==> src/rtl/uart_pkg.sv <==
// Shared definitions for the UART load path: loader FSM states and load-frame layout.
package uart_pkg;

    typedef enum logic [2:0] {
        ST_IDLE,
        ST_LEN_LO,
        ST_LEN_HI,
        ST_DATA,
        ST_FINISH,
        ST_FAIL
    } loader_state_t;

    localparam int LEN_BYTES  = 2;
    localparam int LEN_BYTE_W = 8;
    localparam int LEN_W      = LEN_BYTES * LEN_BYTE_W;
    // One bit wider than LEN so that LEN=65535 compares cleanly against capacity.
    localparam int WORD_CNT_W = LEN_W + 1;

    // Frame byte order: the length arrives low byte first; payload words arrive MSB first.
    function automatic logic [LEN_W-1:0] frame_len(input logic [LEN_BYTE_W-1:0] hi_byte,
                                                   input logic [LEN_BYTE_W-1:0] lo_byte);
        return {hi_byte, lo_byte};
    endfunction

endpackage

==> src/rtl/byte_packer.sv <==
// Shifts received bytes MSB-first into a memory word and flags the byte that completes it.
module byte_packer #(
    parameter int DATA_WIDTH = 8,
    parameter int WORD_BYTES = 2
) (
    input  logic                             clk,
    input  logic                             clear,
    input  logic                             byte_valid,
    input  logic [DATA_WIDTH-1:0]            byte_in,
    output logic                             word_valid,
    output logic [WORD_BYTES*DATA_WIDTH-1:0] word
);

    localparam int WORD_W = WORD_BYTES * DATA_WIDTH;

    logic [WORD_W-1:0] shift_q, shift_d;
    logic [2:0]        cnt_q, cnt_d;

    // The completed word is presented combinationally with the byte that finishes it.
    always_comb begin
        word = shift_q << DATA_WIDTH;
        word[DATA_WIDTH-1:0] = byte_in;
        word_valid = byte_valid && (cnt_q == 3'(WORD_BYTES - 1));
        shift_d = shift_q;
        cnt_d   = cnt_q;
        if (byte_valid) begin
            shift_d = word;
            cnt_d   = word_valid ? 3'd0 : cnt_q + 3'd1;
        end
        if (clear) begin
            shift_d = '0;
            cnt_d   = '0;
        end
    end

    always_ff @(posedge clk) begin
        shift_q <= shift_d;
        cnt_q   <= cnt_d;
    end

endmodule

==> src/rtl/uart_rx_mem_loader.sv <==
// Parses a length-prefixed frame from the UART byte stream and writes packed words
// sequentially from address 0.
module uart_rx_mem_loader
    import uart_pkg::*;
#(
    parameter int DATA_WIDTH = 8,
    parameter int WORD_BYTES = 2,
    parameter int ADDR_WIDTH = 12
) (
    input  logic                             clk,
    input  logic                             rst,
    input  logic                             start,
    input  logic [DATA_WIDTH-1:0]            dataIn,
    input  logic                             new_byte_indicate,
    output logic                             mem_wr_en,
    output logic [ADDR_WIDTH-1:0]            mem_addr,
    output logic [WORD_BYTES*DATA_WIDTH-1:0] mem_wr_data,
    output logic                             busy,
    output logic                             done,
    output logic                             error
);

    localparam int WORD_W = WORD_BYTES * DATA_WIDTH;
    localparam logic [WORD_CNT_W-1:0] CAPACITY = WORD_CNT_W'(1) << ADDR_WIDTH;
    localparam logic [WORD_CNT_W-1:0] CNT_ONE  = WORD_CNT_W'(1);
    localparam logic [ADDR_WIDTH-1:0] ADDR_ONE = ADDR_WIDTH'(1);

    loader_state_t           state_q, state_d;
    logic [WORD_CNT_W-1:0]   len_q, len_d;
    logic [WORD_CNT_W-1:0]   word_cnt_q, word_cnt_d;
    logic [ADDR_WIDTH-1:0]   addr_cnt_q, addr_cnt_d;
    logic                    mem_wr_en_q, mem_wr_en_d;
    logic [ADDR_WIDTH-1:0]   mem_addr_q, mem_addr_d;
    logic [WORD_W-1:0]       mem_wr_data_q, mem_wr_data_d;

    logic                    start_accept;
    logic                    packer_valid;
    logic                    word_valid;
    logic [WORD_W-1:0]       word;

    assign start_accept = start && (state_q == ST_IDLE);
    // Once the last word is written, further strobes must not start a new partial word.
    assign packer_valid = new_byte_indicate && (state_q == ST_DATA) && (word_cnt_q != len_q);

    byte_packer #(
        .DATA_WIDTH (DATA_WIDTH),
        .WORD_BYTES (WORD_BYTES)
    ) u_byte_packer (
        .clk        (clk),
        .clear      (rst || start_accept),
        .byte_valid (packer_valid),
        .byte_in    (dataIn),
        .word_valid (word_valid),
        .word       (word)
    );

    always_comb begin
        state_d       = state_q;
        len_d         = len_q;
        word_cnt_d    = word_cnt_q;
        addr_cnt_d    = addr_cnt_q;
        mem_wr_en_d   = 1'b0;
        mem_addr_d    = mem_addr_q;
        mem_wr_data_d = mem_wr_data_q;
        case (state_q)
            ST_IDLE: begin
                if (start_accept) begin
                    len_d      = '0;
                    word_cnt_d = '0;
                    addr_cnt_d = '0;
                    state_d    = ST_LEN_LO;
                end
            end
            ST_LEN_LO: begin
                if (new_byte_indicate) begin
                    len_d[LEN_BYTE_W-1:0] = dataIn[LEN_BYTE_W-1:0];
                    state_d = ST_LEN_HI;
                end
            end
            ST_LEN_HI: begin
                if (new_byte_indicate) begin
                    len_d = WORD_CNT_W'(frame_len(dataIn[LEN_BYTE_W-1:0], len_q[LEN_BYTE_W-1:0]));
                    if (len_d == '0)
                        state_d = ST_FINISH;
                    else if (len_d > CAPACITY)
                        state_d = ST_FAIL;
                    else
                        state_d = ST_DATA;
                end
            end
            ST_DATA: begin
                if (word_cnt_q == len_q) begin
                    state_d = ST_FINISH;
                end else if (word_valid) begin
                    mem_wr_en_d   = 1'b1;
                    mem_addr_d    = addr_cnt_q;
                    mem_wr_data_d = word;
                    addr_cnt_d    = addr_cnt_q + ADDR_ONE;
                    word_cnt_d    = word_cnt_q + CNT_ONE;
                end
            end
            ST_FINISH: state_d = ST_IDLE;
            ST_FAIL:   state_d = ST_IDLE;
            default:   state_d = ST_IDLE;
        endcase
    end

    always_ff @(posedge clk) begin
        if (rst) begin
            state_q       <= ST_IDLE;
            len_q         <= '0;
            word_cnt_q    <= '0;
            addr_cnt_q    <= '0;
            mem_wr_en_q   <= 1'b0;
            mem_addr_q    <= '0;
            mem_wr_data_q <= '0;
        end else begin
            state_q       <= state_d;
            len_q         <= len_d;
            word_cnt_q    <= word_cnt_d;
            addr_cnt_q    <= addr_cnt_d;
            mem_wr_en_q   <= mem_wr_en_d;
            mem_addr_q    <= mem_addr_d;
            mem_wr_data_q <= mem_wr_data_d;
        end
    end

    assign mem_wr_en   = mem_wr_en_q;
    assign mem_addr    = mem_addr_q;
    assign mem_wr_data = mem_wr_data_q;
    assign busy        = (state_q != ST_IDLE);
    assign done        = (state_q == ST_FINISH);
    assign error       = (state_q == ST_FAIL);

endmodule
==> config.mk <==
export PLATFORM = sky130hd
export DESIGN_NAME = uart_rx_mem_loader
export DESIGN_NICKNAME = d
export VERILOG_FILES = /design/src/rtl/uart_pkg.sv /design/src/rtl/byte_packer.sv /design/src/rtl/uart_rx_mem_loader.sv
export SDC_FILE = /design/constraint.sdc
export NUM_CORES = 1
export LEC_CHECK = 0
export BUFFER_PORTS_ARGS = -buffer_cell sky130_fd_sc_hd__buf_2
export CELL_PAD_IN_SITES_DETAIL_PLACEMENT = 0
export CELL_PAD_IN_SITES_GLOBAL_PLACEMENT = 1
export CORE_ASPECT_RATIO = 0.7
export CORE_MARGIN = 10
export CORE_UTILIZATION = 49
export CTS_BUF_LIST = sky130_fd_sc_hd__clkbuf_8
export DETAILED_ROUTE_END_ITERATION = 10
export GPL_ROUTABILITY_DRIVEN = 0
export HOLD_SLACK_MARGIN = 0.1
export PLACE_DENSITY = 0.88
export REMOVE_ABC_BUFFERS = 1
export SETUP_SLACK_MARGIN = 0.3
export SLEW_MARGIN = 20
export SYNTH_ARGS = -nofsm -noshare
export SYNTH_HDL_FRONTEND = slang
export SYNTH_SLANG_ARGS = --single-unit
==> constraint.sdc <==
create_clock -name clk -period 4.5 [get_ports clk]
set_clock_uncertainty 0.15 [all_clocks]
set_input_delay 0.45 -clock clk [delete_from_list [all_inputs] [get_ports clk]]
set_output_delay 0.45 -clock clk [all_outputs]
set_load 0.1 [all_outputs]
**Word level (Yosys, flattened, before mapping)**

Cells that the tools add are included.

- Register bits: 89

- Eq/ne operators: 14
- Bitwise logic cells: 3
- Magnitude comparators: 1
- $add $sub $neg: 3
- Reduce and logical (&&, ||, !) cells: 17
- Mux-type cells: 21

Operators with widths:

| kind | count |
|---|---|
| 2-to-1 mux 17 bit | 4 |
| 2-to-1 mux 12 bit | 3 |
| one-hot mux 17 bit (2 select lines) | 1 |
| one-hot mux 12 bit (2 select lines) | 1 |
| one-hot mux 8 bit (3 select lines) | 1 |
| 2-to-1 mux 3 bit | 7 |
| one-hot mux 9 bit (2 select lines) | 1 |
| adder 17 x 1 -> 17 bit, second input constant | 1 |
| equality test 17 bit | 1 |
| != test 17 bit | 1 |
| greater-than comparator 16 x 13 -> 1 bit, second input constant | 1 |
| zero test 16 bit | 1 |
| adder 12 x 1 -> 12 bit, second input constant | 1 |
| one-hot mux 3 bit (4 select lines) | 1 |
| AND reduction 4 bit | 3 |
| 2-to-1 mux 8 bit | 1 |
| != test 2 bit, second input constant | 4 |
| equality test 3 x 1 -> 1 bit, second input constant | 2 |
| equality test 3 x 2 -> 1 bit, second input constant | 2 |
| equality test 3 bit, second input constant | 2 |
| AND reduction 3 bit | 2 |
| nonzero test 2 bit | 3 |
| logical AND 1 bit | 4 |
| != test 2 x 1 -> 1 bit, second input constant | 2 |
| 7 further kinds | 9 |

**Depth between registers and ports, before layout**

Gate-level depths: netlist of run 1.

- Depth after elaboration: 7
- Depth in mapped cells: 9

**Modules after synthesis**

A second synthesis of run 1 with hierarchy kept.

- Cells, all modules: 513
- Area total of the unflattened synthesis: 4354.2 um^2

Modules (own cells, without submodules):

| module | area an instance (um^2) | cells an instance | instances |
|---|---|---|---|
| uart_rx_mem_loader | 3852.4 | 460 | 1 |
| byte_packer | 501.7 | 53 | 1 |

**Worst setup path before layout of run 1**

OpenSTA, ideal clock, no wires.

- Path type: register to output
- Start: register state_q[1]
- End: output done
- Cell stages (with the launch flop): 3
- Data required time: 3.900 ns
- Arrival: 2.717 ns
- Slack: 1.183 ns
- Cells stage by stage: dfxtp_1 > clkbuf_1 > nor3b_1

- Longest elaborated chain between the ends: 1

RTL lines:

| item | RTL line | source |
|---|---|---|
| start: declaration | uart_rx_mem_loader.sv:28 | `loader_state_t state_q, state_d;` |
| start signal: assignment | uart_rx_mem_loader.sv:118 | `state_q <= state_d;` |
| equality test 3 bit | uart_rx_mem_loader.sv:132 | `assign done = (state_q == ST_FINISH);` |
| end: declaration | uart_rx_mem_loader.sv:19 | `output logic done,` |

No other way between the ends.

**Worst setup path in the final report of run 1**

- Start: register word_cnt_q[3]
- End: register mem_wr_data_q[0], in the netlist mem_wr_data[0]

- Longest elaborated chain between the ends: 4

RTL lines:

| item | RTL line | source |
|---|---|---|
| start: declaration | uart_rx_mem_loader.sv:30 | `logic [WORD_CNT_W-1:0] word_cnt_q, word_cnt_d;` |
| start signal: assignment | uart_rx_mem_loader.sv:120 | `word_cnt_q <= word_cnt_d;` |
| != test 17 bit | uart_rx_mem_loader.sv:43 | `assign packer_valid = new_byte_indicate && (state_q == ST_DATA) && (word_cnt_q != len_q);` |
| logical AND 1 bit | uart_rx_mem_loader.sv:43 |  |
| logical AND 1 bit | byte_packer.sv:23 | `word_valid = byte_valid && (cnt_q == 3'(WORD_BYTES - 1));` |
| AND reduction 3 bit (no source line) * | n/a |  |
| end signal: assignment | uart_rx_mem_loader.sv:124 | `mem_wr_data_q <= mem_wr_data_d;` |
| end: declaration | uart_rx_mem_loader.sv:34 | `logic [WORD_W-1:0] mem_wr_data_q, mem_wr_data_d;` |

Every way passes the cells marked *; elsewhere a longest branch is shown, timed or not.
A chain may end at the register's enable or synchronous reset.

==> results by group, run 1 <==
Outcome
  – Status: completed

GRT
  – Grt total ovfl: 0
  – First-pass GRT wire length: around 17,000 microns
  – Initial antenna violation count: 0
  – Largest net degree at the start of global routing: 56
  – Number of global-route vias before repair: between 3,000 and 4,000
  – GRT Total Usage: 0.169

Floorplanning
  – Rows: 27
  – Core Box Area: 0.00791 sq mm
  – Die area: 0.0123 sq mm
  – Die width: 128 microns
  – Die Span Y: roughly 96 microns
  – I/O Pins: 44
  – Initial Util: 0.507

Drt
  – Routed vias: 3,506
  – Final wirelength: 10,100 microns
  – DR pass1 iterations: 5
  – DRC: 0
  – DRT antenna net count: 0
  – Iter 0 DRT Violations: just over 300
  – DR vias/cell: 5.69
  – Average routed wire per standard cell: 16.4 microns

Synth
  – Seq cells post-synth: 88
  – Seq/Total Area, Yosys: 0.439
  – EDFF count, synth: 0
  – Top-count cell post-synth: nand2_1
  – Synth Area per Inst: 8.33 sq um
  – Syn Inst Count: 481
  – Yosys warns: 0
  – Top FF cell, synth: dfxtp_1
  – Async S/R FF share, synth: 0
  – Netlist cell types: 39
  – Synth area leaders: dfxtp_1, nand2_1, a21oi_1
  – Most frequent cells after synthesis: nand2_1, dfxtp_1, a21oi_1
  – Mapped Area: between 0.004 and 0.005 sq mm
  – Area fraction of the dominant cell type after synthesis: 0.439
  – Cell accounting for the most synthesized area: dfxtp_1

Power and ir drop
  – VDD IR max: 267 uV
  – P_leak: 1.86 nW
  – Combinational fraction of design power: 0.099
  – Clk pwr share: 0.408
  – Pwr dens: between 300 and 400 mW/mm^2
  – Sw Pwr: 413 uW
  – Seq pwr share: 0.494
  – Pint: 1.21 mW
  – Sw Ratio: 0.255

Placed design
  – PortBufs: 43
  – DP Wirelength: 6910 microns
  – Pre-CTS setup slack: 1.54 ns

Critical path
  – CP Capture Type: register
  – Crit path kind: reg2reg
  – Crit path to: mem_wr_data[0]
  – Slowest CP cell: o21ai_4
  – Largest stage delay on the critical path: ~0.52 ns
  – CP Launch Type: register
  – Data required time of the worst path: 4.64 ns
  – Critical path arrival: roughly 2.8 ns
  – R2r setup slk: between 1.5 and 2 ns
  – Worst-case reg-to-reg path depth: 8
  – FF-to-FF End: mem_wr_data[0]
  – Worst Setup SP: word_cnt_q[3]
  – Cell Chain, Critical Path: xor2_1, nor4_2, nand4_1, o21ai_4, buf_16, buf_4, nand2_1, a21oi_1
  – Crit-path max FO: 33
  – FF-to-FF Start: word_cnt_q[3]

Timing
  – Peak Freq: 376 MHz
  – Minimum clock period: 2.66 ns
  – Setup TNS: 0 ns
  – Slew margin rel.: 0.361
  – Worst-Margin Slew: 0.951 ns
  – PnR worst setup slack: 1.84 ns
  – Final Setup Violations: 0
  – Final Max Slew Viols: 0
  – RSZ-0062 raised after global routing: no
  – Final hold violations: 0
  – WHS: 0.231 ns
  – Final period util: 0.591

Clock network
  – CTS Hold Bufs: 0
  – Htree depth: 3
  – Setup bufs post-CTS: 0
  – TritonCTS Buffers: 9
  – CTS tree: built
  – Cts repair resizes: 0
  – Reg clk slew, reported paths: 0.09 ns
  – Clock tree buffer depth: 2
  – CTS Root Cell: clkbuf_8
  – Clk sinks: 88
  – Clk Latency, worst-skew pair: 0.36 ns

Layout
  – Synthesis-to-layout area growth: 12.5%
  – Layout cells sized above 1: 0.138
  – Diodes inserted: 0
  – Fin nets: 526
  – Reg area: 0.00176 sq mm
  – Footprint of the multi-input gates: 0.00206 sq mm
  – # fillers: 757

Run
  – Max-Cap Viols: 0

Hold path
  – Min-delay worst type: in2reg
[sequential cells by signal, summed over array words and instances (netlist names)]
name                   cells
mem_addr                  12
len_q                     16
word_cnt_q                17
mem_wr_data               16
mem_wr_en                  1
state_q                    3
u_byte_packer.cnt_q        3
u_byte_packer.shift_q      8
addr_cnt_q                12
[worst max-delay path, delay by kind of cell, from the launching register on]
family / cells / cell delay (ns)
xor gates and xnor gates: 1 / 0.13
and+or+nand+nor: 3 / 0.65
AOI/OAI and AO/OA: 2 / 0.69
buffers and inverters: 2 / 0.49
DFF: 1 / 0.47
[layout by cell type, fill, tap and decap left out, drive strengths merged]
master and n:
clkinv 2, a22oi 8, nand2 103, or2 1
nor2 31, xnor2 6, xor2 11, buf 50
nand3 29, bufinv 3, ha 4, a2111o 17
nor3 2, o311ai 1, and3 9, clkbuf 10
or4 1, o211ai 6, nor3b 1, nand4 3
nand2b 3, and4 2, o2111ai 19, o21ai 15
inv 9, nor2b 3, or3 7, and3b 1
dfxtp 88, nor4 6, mux2i 10, and2 2
a21boi 3, a21oi 49
[metrics by stage]
step           cells  utilization  power, mW  cell area, sq um
2_1_floorplan    449            -      0.916              3840
3_5_place_dp     599        0.536      0.975              4240
3_3_place_gp     599        0.536      0.973              4240
5_1_grt          616        0.570       1.68              4510
4_1_cts          615        0.567       1.63              4480
6_report         616        0.570       1.62              4510
[metal layers]
metal  share of wire  routed length (microns)  track usage
met3           0.068                      689       0.0504
met5               0                        0            0
met4           0.012                      119       0.0570
met2            0.42                     4230        0.241
met1            0.50                     5080        0.237
[how the worst min path moves through the flow]
stage | from | end | slack, ns | cells past startpoint
3_3_place_gp | mem_wr_data[6] | mem_wr_data[6] | 0.29 | 2
4_1_cts | dataIn[7] | mem_wr_data[7] | 0.21 | 3
6_report | dataIn[7] | mem_wr_data[7] | 0.23 | 3
3_5_place_dp | mem_wr_data[7] | mem_wr_data[7] | 0.29 | 2
5_1_grt | dataIn[7] | mem_wr_data[7] | 0.23 | 3
2_1_floorplan | u_byte_packer.shift_q[2] | mem_wr_data[10] | 0.28 | 2
[cell families (layout without fill, tap and decap cells)]
logic type,Yosys count,count (layout),synth area share
adders and majority gates,4,4,0.0125
buffers and inverters,40,74,0.0484
xor gates and xnor gates,17,17,0.0371
DFF,88,88,0.439
muxes,10,10,0.0250
AOI/OAI and AO/OA,118,118,0.207
and+or+nand+nor,204,204,0.231
[power by group through the flow]
stage	sequential, mW	combinational, mW	clock [mW]
2_1_floorplan	0.813	0.102	0
3_3_place_gp	0.817	0.156	0
3_5_place_dp	0.817	0.158	0
4_1_cts	0.798	0.158	0.675
5_1_grt	0.801	0.175	0.702
6_report	0.799	0.160	0.660
[final cells by class]
cell class / count / area share
clock buffers: 10 / 0.0305
repair buffers: 50 / 0.0638
flip-flops and latches: 88 / 0.391
inverters: 8 / 0.00666
multi-input cells: 353 / 0.456
well taps: 101 / 0.0280
clock inverters: 6 / 0.0239
No activity file was read; power rests on OpenSTA's default activity.
==> run 2: changes to the inputs <==
--- a/config.mk
+++ b/config.mk
@@ -5,17 +5,18 @@
 export SDC_FILE = /design/constraint.sdc
 export NUM_CORES = 1
 export LEC_CHECK = 0
+export ABC_AREA = 1
 export BUFFER_PORTS_ARGS = -buffer_cell sky130_fd_sc_hd__buf_2
 export CELL_PAD_IN_SITES_DETAIL_PLACEMENT = 0
 export CELL_PAD_IN_SITES_GLOBAL_PLACEMENT = 1
 export CORE_ASPECT_RATIO = 0.7
 export CORE_MARGIN = 10
-export CORE_UTILIZATION = 49
+export CORE_UTILIZATION = 40
 export CTS_BUF_LIST = sky130_fd_sc_hd__clkbuf_8
 export DETAILED_ROUTE_END_ITERATION = 10
 export GPL_ROUTABILITY_DRIVEN = 0
 export HOLD_SLACK_MARGIN = 0.1
-export PLACE_DENSITY = 0.88
+export PLACE_DENSITY = 0.79
 export REMOVE_ABC_BUFFERS = 1
 export SETUP_SLACK_MARGIN = 0.3
 export SLEW_MARGIN = 20
==> constraint.sdc (replaced) <==
create_clock -name clk -period 2.25 [get_ports clk]
set_clock_uncertainty 0.15 [all_clocks]
set_input_delay 0.225 -clock clk [delete_from_list [all_inputs] [get_ports clk]]
set_output_delay 0.225 -clock clk [all_outputs]
set_load 0.1 [all_outputs]
==> results by group, run 2 <==
GRT
  – Grt total ovfl: 0 (unchanged)
  – First-pass GRT wire length: 20,400 microns (+21%)
  – Number of global-route vias before repair: 3,914 (+23%)
  – Largest net degree at the start of global routing: 71 (+27%)
  – GRT Total Usage: 0.157 (-0.0118)
  – Initial antenna violation count: 0 (unchanged)

Clock network
  – CTS Root Cell: clkbuf_8
  – Reg clk slew, reported paths: 0.09 ns (about the same)
  – Clk sinks: 88 (unchanged)
  – TritonCTS Buffers: 9 (unchanged)
  – CTS tree: built
  – Clk Latency, worst-skew pair: 0.37 ns (about the same)
  – Htree depth: 3 (unchanged)
  – Clock tree buffer depth: 2 (unchanged)

Layout
  – Post-Layout Inst Area: 0.00536 sq mm (+19%)
  – Fin nets: 708 (+35%)
  – Top reg by flops: word_cnt_q
  – Commonest cells after routing, fill and taps aside: nand2_1, a21oi_1, dfxtp_1
  – Diodes inserted: 0 (unchanged)
  – Synthesis-to-layout area growth: 22.6%
  – Layout cells sized above 1: 0.214 (+0.0759)
  – Commonest non-fill, non-tap cell in the layout: nand2_1
  – Max reg flops: 17 (unchanged)

Critical path
  – FF-to-FF End: word_cnt_q[8]
  – FF-to-FF Start: word_cnt_q[15]
  – Crit path kind: reg2reg
  – CP Buf/Inv Count: 3 (+1)
  – Critical path arrival: 2.05 ns (-0.75 ns)
  – Cell Chain, Critical Path: inv_1, a21oi_1, nand3_1, nor2_2, nand3_2, nand3_4, buf_12, clkbuf_16, nand3_1, a21oi_2
  – Cell family with most CP delay: simple AND/OR/NAND/NOR gates
  – CP Launch Type: register
  – Worst-case reg-to-reg path depth: 10 (+2)
  – Largest stage delay on the critical path: 0.37 ns (-0.15 ns)
  – CP most frequent cell: nand3_1
  – Crit-path max FO: 8 (-76%)
  – R2r setup slk: 0.34 ns (-1.50 ns)
  – Slowest CP cell: dfxtp_2
  – CP Capture Type: register
  – Data required time of the worst path: 2.39 ns (-2.25 ns)

Synth
  – Synth area leaders: dfxtp_1, nand2_1, a21oi_1
  – Netlist cell types: 32 (-18%)
  – Most frequent cells after synthesis: nand2_1, dfxtp_1, a21oi_1
  – Top FF cell, synth: dfxtp_1
  – Seq/Total Area, Yosys: 0.403 (-0.0361)
  – Syn Inst Count: 626 (+30%)
  – Yosys warns: 0 (unchanged)
  – Mapped Area: 0.00437 sq mm (+9.0%)
  – Area fraction of the dominant cell type after synthesis: 0.403 (-0.0361)
  – Synth Area per Inst: 6.98 sq um (-16%)
  – Cell accounting for the most synthesized area: dfxtp_1
  – Async S/R FF share, synth: 0 (unchanged)
  – EDFF count, synth: 0 (unchanged)
  – Top-count cell post-synth: nand2_1
  – Seq cells post-synth: 88 (unchanged)

Timing
  – RSZ-0062 raised after global routing: yes
  – Final period util: 0.849 (+0.258)
  – Final Max Slew Viols: 0 (unchanged)
  – Worst-Margin Slew: 0.787 ns (-0.164 ns)
  – Final Setup Violations: 0 (unchanged)
  – Setup TNS: 0 ns (unchanged)
  – Final hold violations: 0 (unchanged)
  – Peak Freq: 524 MHz (+39%)
  – Minimum clock period: 1.91 ns (-0.751 ns)
  – Slew margin rel.: 0.475 (+0.114)

Drt
  – DRC: 0 (unchanged)
  – Routed vias: 4,304 (+23%)
  – Average routed wire per standard cell: 15.3 microns (-6.9%)
  – Final wirelength: 12,900 microns (+28%)
  – DR vias/cell: 5.09 (-11%)
  – DRT antenna net count: 0 (unchanged)
  – DR pass1 iterations: 5 (unchanged)
  – Iter 0 DRT Violations: 337 (+9.1%)

Hold path
  – Min-delay worst type: in2reg
  – Hold Crit Start: rst
  – Hold Crit Endpoint: word_cnt_q[0]
  – Hold Path Cell Cnt: 4 (+1)

Placed design
  – Placed Area: 0.00470 sq mm (+11%)
  – DP Wirelength: 8290 microns (+20%)
  – PortBufs: 43 (unchanged)

Power and ir drop
  – Clk pwr share: 0.265 (-0.143)
  – VDD IR max: 990 uV (+270%)
  – Sw Pwr: 1.59 mW (+290%)
  – Seq pwr share: 0.425 (-0.069)
  – Pwr dens: 759 mW/mm^2 (+110%)
  – Pint: 2.48 mW (+110%)
  – Combinational fraction of design power: 0.310 (+0.211)
  – P_leak: 2.06 nW (+11%)
  – Sw Ratio: 0.391 (+0.136)

Floorplanning
  – Die area: 0.0156 sq mm (+27%)
  – Initial Util: 0.416 (-0.0916)
  – Rows: 31 (+15%)
  – I/O Pins: 44 (unchanged)
  – Die width: 145 microns (+13%)
  – Core Box Area: 0.0105 sq mm (+33%)
  – Die Span Y: 107 microns (+12%)

Outcome
  – Status: completed

Run
  – Max-Cap Viols: 0 (unchanged)
-- run 2: cell types whose count changed after synthesis, sizes merged, moves of 7 or more --
cell     change
or3          -7
a22oi        -8
mux2i       -10
a21oi       +32
nor3         +9
o2111ai     -19
a2111o      -17
and3         -9
nor2        +42
nand3       +45
xor2         +8
nand2       +51
inv         +43
-- run 2: final cells by class --
cell class	count	area, sq um
Timing Repair Buffer	83	648
Sequential cell	88	1790
Clock buffer	11	151
Fill cell	1012	5150
Clock inverter	5	37.5
Tap cell	148	185
Multi-Input combinational cell	457	2320
Timing Repair inverter	2	17.5
Inverter	51	206
-- run 2: power by group through the flow --
stage / combinational, mW / sequential, mW / clock, mW
3_3_place_gp: 1.09 / 1.76 / 0
5_1_grt: 1.39 / 1.74 / 1.17
2_1_floorplan: 0.782 / 1.74 / 0
3_5_place_dp: 1.09 / 1.76 / 0
6_report: 1.26 / 1.73 / 1.08
4_1_cts: 1.17 / 1.72 / 1.10
-- run 2: worst register-to-register path: cells and delay by family (launching register included) --
family	cells	cell delay (ns)
compound gates	2	0.28
simple gates	5	0.64
buf+inv	3	0.42
flops	1	0.37
-- run 2: worst max path at each step --
stage	startpoint	to	depth (start not counted)
floorplan	u_byte_packer.cnt_q[0]	word_cnt_q[0]	8
global placement	word_cnt_q[1]	u_byte_packer.shift_q[2]	11
detailed placement	len_q[7]	mem_wr_data[8]	9
CTS	word_cnt_q[5]	word_cnt_q[5]	11
global route	len_q[0]	word_cnt_q[8]	12
finish	word_cnt_q[15]	word_cnt_q[8]	10
-- run 2: repair_timing --
item                                    4_1_cts  5_1_grt
buffers inserted                              3        9
pin swaps                                     2       32
hold endpoints to repair                     27        0
hold buffers                                  8        0
cloned                                        1        6
endpoints found under the setup margin       65       71
resized for setup                             7       50
-- run 2: metal layers --
| metal | wire length (microns) | track usage | vias up | share of wire |
|---|---|---|---|---|
| met2 | 5350 | 0.224 | 110 | 0.41 |
| met4 | 147 | 0.0458 | 0 | 0.011 |
| met5 | 0 | 0 | - | 0 |
| met3 | 685 | 0.0386 | 17 | 0.053 |
| li1 | - | - | 2174 | - |
| met1 | 6730 | 0.228 | 2003 | 0.52 |
-- run 2: per-stage QoR --
step                      hold slack, ns  setup WS, ns  utilization  cells  total power [mW]
after floorplan                    0.144        -0.790            -    595              2.52
after global placement             0.303         0.199        0.448    802              2.85
after detailed placement           0.304         0.102        0.448    802              2.85
after CTS                          0.138         0.271        0.480    830              3.99
after global routing               0.167         0.252        0.510    845              4.30
final                              0.124         0.340        0.510    845              4.07
-- run 2: cell families (layout without fill, tap and decap cells) --
logic type / count (synthesis) / after routing / share of synthesized area
buf+inv: 82 / 152 / 0.0894
flops: 88 / 88 / 0.403
compound gates: 101 / 101 / 0.119
fa+ha+maj: 4 / 4 / 0.0115
simple gates: 324 / 325 / 0.323
xor+xnor: 27 / 27 / 0.0541
==> run 3: changes to the inputs <==
--- a/config.mk
+++ b/config.mk
@@ -5,18 +5,18 @@
 export SDC_FILE = /design/constraint.sdc
 export NUM_CORES = 1
 export LEC_CHECK = 0
-export ABC_AREA = 1
+export ABC_AREA = 0
 export BUFFER_PORTS_ARGS = -buffer_cell sky130_fd_sc_hd__buf_2
 export CELL_PAD_IN_SITES_DETAIL_PLACEMENT = 0
 export CELL_PAD_IN_SITES_GLOBAL_PLACEMENT = 1
 export CORE_ASPECT_RATIO = 0.7
 export CORE_MARGIN = 10
-export CORE_UTILIZATION = 40
+export CORE_UTILIZATION = 45
 export CTS_BUF_LIST = sky130_fd_sc_hd__clkbuf_8
 export DETAILED_ROUTE_END_ITERATION = 10
 export GPL_ROUTABILITY_DRIVEN = 0
 export HOLD_SLACK_MARGIN = 0.1
-export PLACE_DENSITY = 0.79
+export PLACE_DENSITY = 0.82
 export REMOVE_ABC_BUFFERS = 1
 export SETUP_SLACK_MARGIN = 0.3
 export SLEW_MARGIN = 20
==> constraint.sdc (replaced) <==
create_clock -name clk -period 1.92 [get_ports clk]
set_clock_uncertainty 0.15 [all_clocks]
set_input_delay 0.192 -clock clk [delete_from_list [all_inputs] [get_ports clk]]
set_output_delay 0.192 -clock clk [all_outputs]
set_load 0.1 [all_outputs]
==> results by group, run 3 (synthesis results as in run 1) <==
Outcome
  – Status: finished, violations left
  – Failing checks: negative setup slack

Power and ir drop
  – Pwr dens: 684 mW/mm^2 (-10%)
  – Clk pwr share: 0.366 (+0.101)
  – Sw Pwr: 1.12 mW (-30%)
  – Pint: 2.82 mW (+14%)
  – Combinational fraction of design power: 0.160 (-0.150)
  – PnR Total Power: 3.94 mW (-3.1%)
  – Seq pwr share: 0.473 (+0.048)
  – VDD IR max: 526 uV (-47%)
  – P_leak: 2.39 nW (+16%)
  – Sw Ratio: 0.283 (-0.108)

Critical path
  – CP Buf/Inv Count: 4 (+1)
  – CP most frequent cell: buf_6
  – Data required time of the worst path: 2.07 ns (-0.32 ns)
  – Largest stage delay on the critical path: 0.37 ns (about the same)
  – Cell Chain, Critical Path: xor2_2, nor4_2, nand4_1, buf_6, o21ai_4, buf_6, buf_6, buf_6, nand3_1, a21oi_2
  – Crit path kind: reg2reg
  – Crit-path max FO: 6 (-2)
  – Cell family with most CP delay: simple AND/OR/NAND/NOR gates
  – CP Launch Type: register
  – Critical path arrival: 2.27 ns (+0.22 ns)
  – Slowest CP cell: dfxtp_4
  – FF-to-FF Start: len_q[7]
  – CP Capture Type: register
  – Worst Setup SP: len_q[7]

GRT
  – Number of global-route vias before repair: 3,708 (-5.3%)
  – Grt total ovfl: 0 (unchanged)
  – Initial antenna violation count: 0 (unchanged)
  – First-pass GRT wire length: 19,000 microns (-6.7%)
  – GRT Total Usage: 0.175 (+0.0177)
  – Largest net degree at the start of global routing: 45 (-37%)

Timing
  – Final Max Slew Viols: 0 (unchanged)
  – Final period util: 1.10 (+0.252)
  – Slew margin rel.: 0.668 (+0.192)
  – Worst-Margin Slew: 0.501 ns (-0.285 ns)
  – Final hold violations: 0 (unchanged)
  – RSZ-0062 raised after global routing: yes
  – Minimum clock period: 2.11 ns (+0.204 ns)
  – PnR worst setup slack: -0.194 ns (-0.534 ns)
  – Setup TNS: -8.15 ns (-8.15 ns)
  – Final Setup Violations: 67 (+67)
  – Peak Freq: 473 MHz (-9.7%)
  – WHS: 0.144 ns (+0.0205 ns)

Floorplanning
  – Initial Util: 0.469 (+0.0534)
  – Die area: 0.0131 sq mm (-16%)
  – Die Span Y: 99.0 microns (-7.9%)
  – Core Box Area: 0.00855 sq mm (-19%)
  – Die width: 133 microns (-8.3%)
  – I/O Pins: 44 (unchanged)
  – Rows: 28 (-9.7%)

Layout
  – Final Non-Filler Cells: 720 (-15%)
  – Final core utilization: 0.674 (+0.164)
  – Synthesis-to-layout area growth: 43.7%
  – Footprint of the multi-input gates: 0.00237 sq mm (+1.9%)
  – Reg area: 0.00179 sq mm (-0.14%)
  – Layout cells sized above 1: 0.357 (+0.143)
  – Top reg by flops: word_cnt_q
  – Fin nets: 611 (-14%)
  – Commonest non-fill, non-tap cell in the layout: nand2_1
  – Diodes inserted: 0 (unchanged)
  – Post-Layout Inst Area: 0.00576 sq mm (+7.6%)
  – # fillers: 709 (-30%)
  – Commonest cells after routing, fill and taps aside: nand2_1, dfxtp_1, buf_4
  – Max reg flops: 17 (unchanged)

Clock network
  – Clk Latency, worst-skew pair: 0.37 ns (about the same)
  – CTS tree: built
  – Reg clk slew, reported paths: 0.09 ns (about the same)
  – Clk sinks: 88 (unchanged)
  – Htree depth: 3 (unchanged)
  – TritonCTS Buffers: 9 (unchanged)
  – Clock tree buffer depth: 2 (unchanged)
  – CTS Root Cell: clkbuf_8

Hold path
  – Hold Crit Start: new_byte_indicate
  – Min-delay worst type: in2reg

Placed design
  – Pre-CTS setup slack: -0.116 ns (-0.219 ns)
  – Placed Cells: 675 (-16%)
  – Placed Area: 0.00479 sq mm (+1.8%)
  – PortBufs: 43 (unchanged)
  – DP Wirelength: 7750 microns (-6.6%)

Drt
  – DR pass1 iterations: 5 (unchanged)
  – DRT antenna net count: 0 (unchanged)
  – DR vias/cell: 5.66 (+11%)
  – Routed vias: 4,072 (-5.4%)
  – DRC: 0 (unchanged)
  – Average routed wire per standard cell: 17.4 microns (+14%)
  – Final wirelength: 12,500 microns (-3.0%)
  – Iter 0 DRT Violations: 355 (+5.3%)

Run
  – Max-Cap Viols: 0 (unchanged)
## run 3: cell types whose count changed in the layout (fill, tap and decap cells not counted), sizes merged, moves of 8 or more
cell and change:
a22oi +8, and3 +9, nand2 -52, a2111o +17, nor2 -42, mux2i +10
nand3 -45, o2111ai +19, inv -44, a21oi -32, buf +53, xor2 -8
nor3 -9
## run 3: per-layer routing
metal / GRT usage / up-vias / share of wire
met5: 0 / - / 0
li1: - / 1955 / -
met2: 0.264 / 134 / 0.44
met1: 0.236 / 1969 / 0.47
met3: 0.0522 / 14 / 0.075
met4: 0.0497 / 0 / 0.013
## run 3: timing repair
item	in CTS	in global routing
resized for setup	59	63
hold buffers	9	0
hold endpoints to repair	28	0
setup buffers	9	7
endpoints found under the setup margin	83	83
gates cloned	2	2
pin swaps	12	36
## run 3: worst reg2reg max path: cells and delay by family (launching register included)
kind | cells | cell delay (ns)
XOR/XNOR | 1 | 0.15
AND/OR/NAND/NOR | 3 | 0.55
flip-flops | 1 | 0.37
AO/OA/AOI/OAI | 2 | 0.35
buffers and inverters | 4 | 0.49
## run 3: worst paths after layout
kind	to	slack [ns]	cells past startpoint
max reg2reg	word_cnt_q[1]	-0.19	10
max	word_cnt_q[1]	-0.19	10
min	state_q[0]	0.14	4
min reg2reg	mem_wr_data[8]	0.30	2
## run 3: area by class of cell
class | count | area share
Inverter | 8 | 0.00521
Tap cell | 120 | 0.0261
Clock inverter | 7 | 0.0167
Clock buffer | 9 | 0.0215
Sequential cell | 88 | 0.310
Timing Repair Buffer | 135 | 0.210
Multi-Input combinational cell | 353 | 0.411
## run 3: power groups by stage
stage	clock, mW	sequential (mW)	combinational (mW)
after CTS	1.46	1.86	0.570
after detailed placement	0	1.90	0.473
after global placement	0	1.90	0.466
after floorplan	0	1.91	0.240
final	1.44	1.86	0.632
after global routing	1.54	1.87	0.668
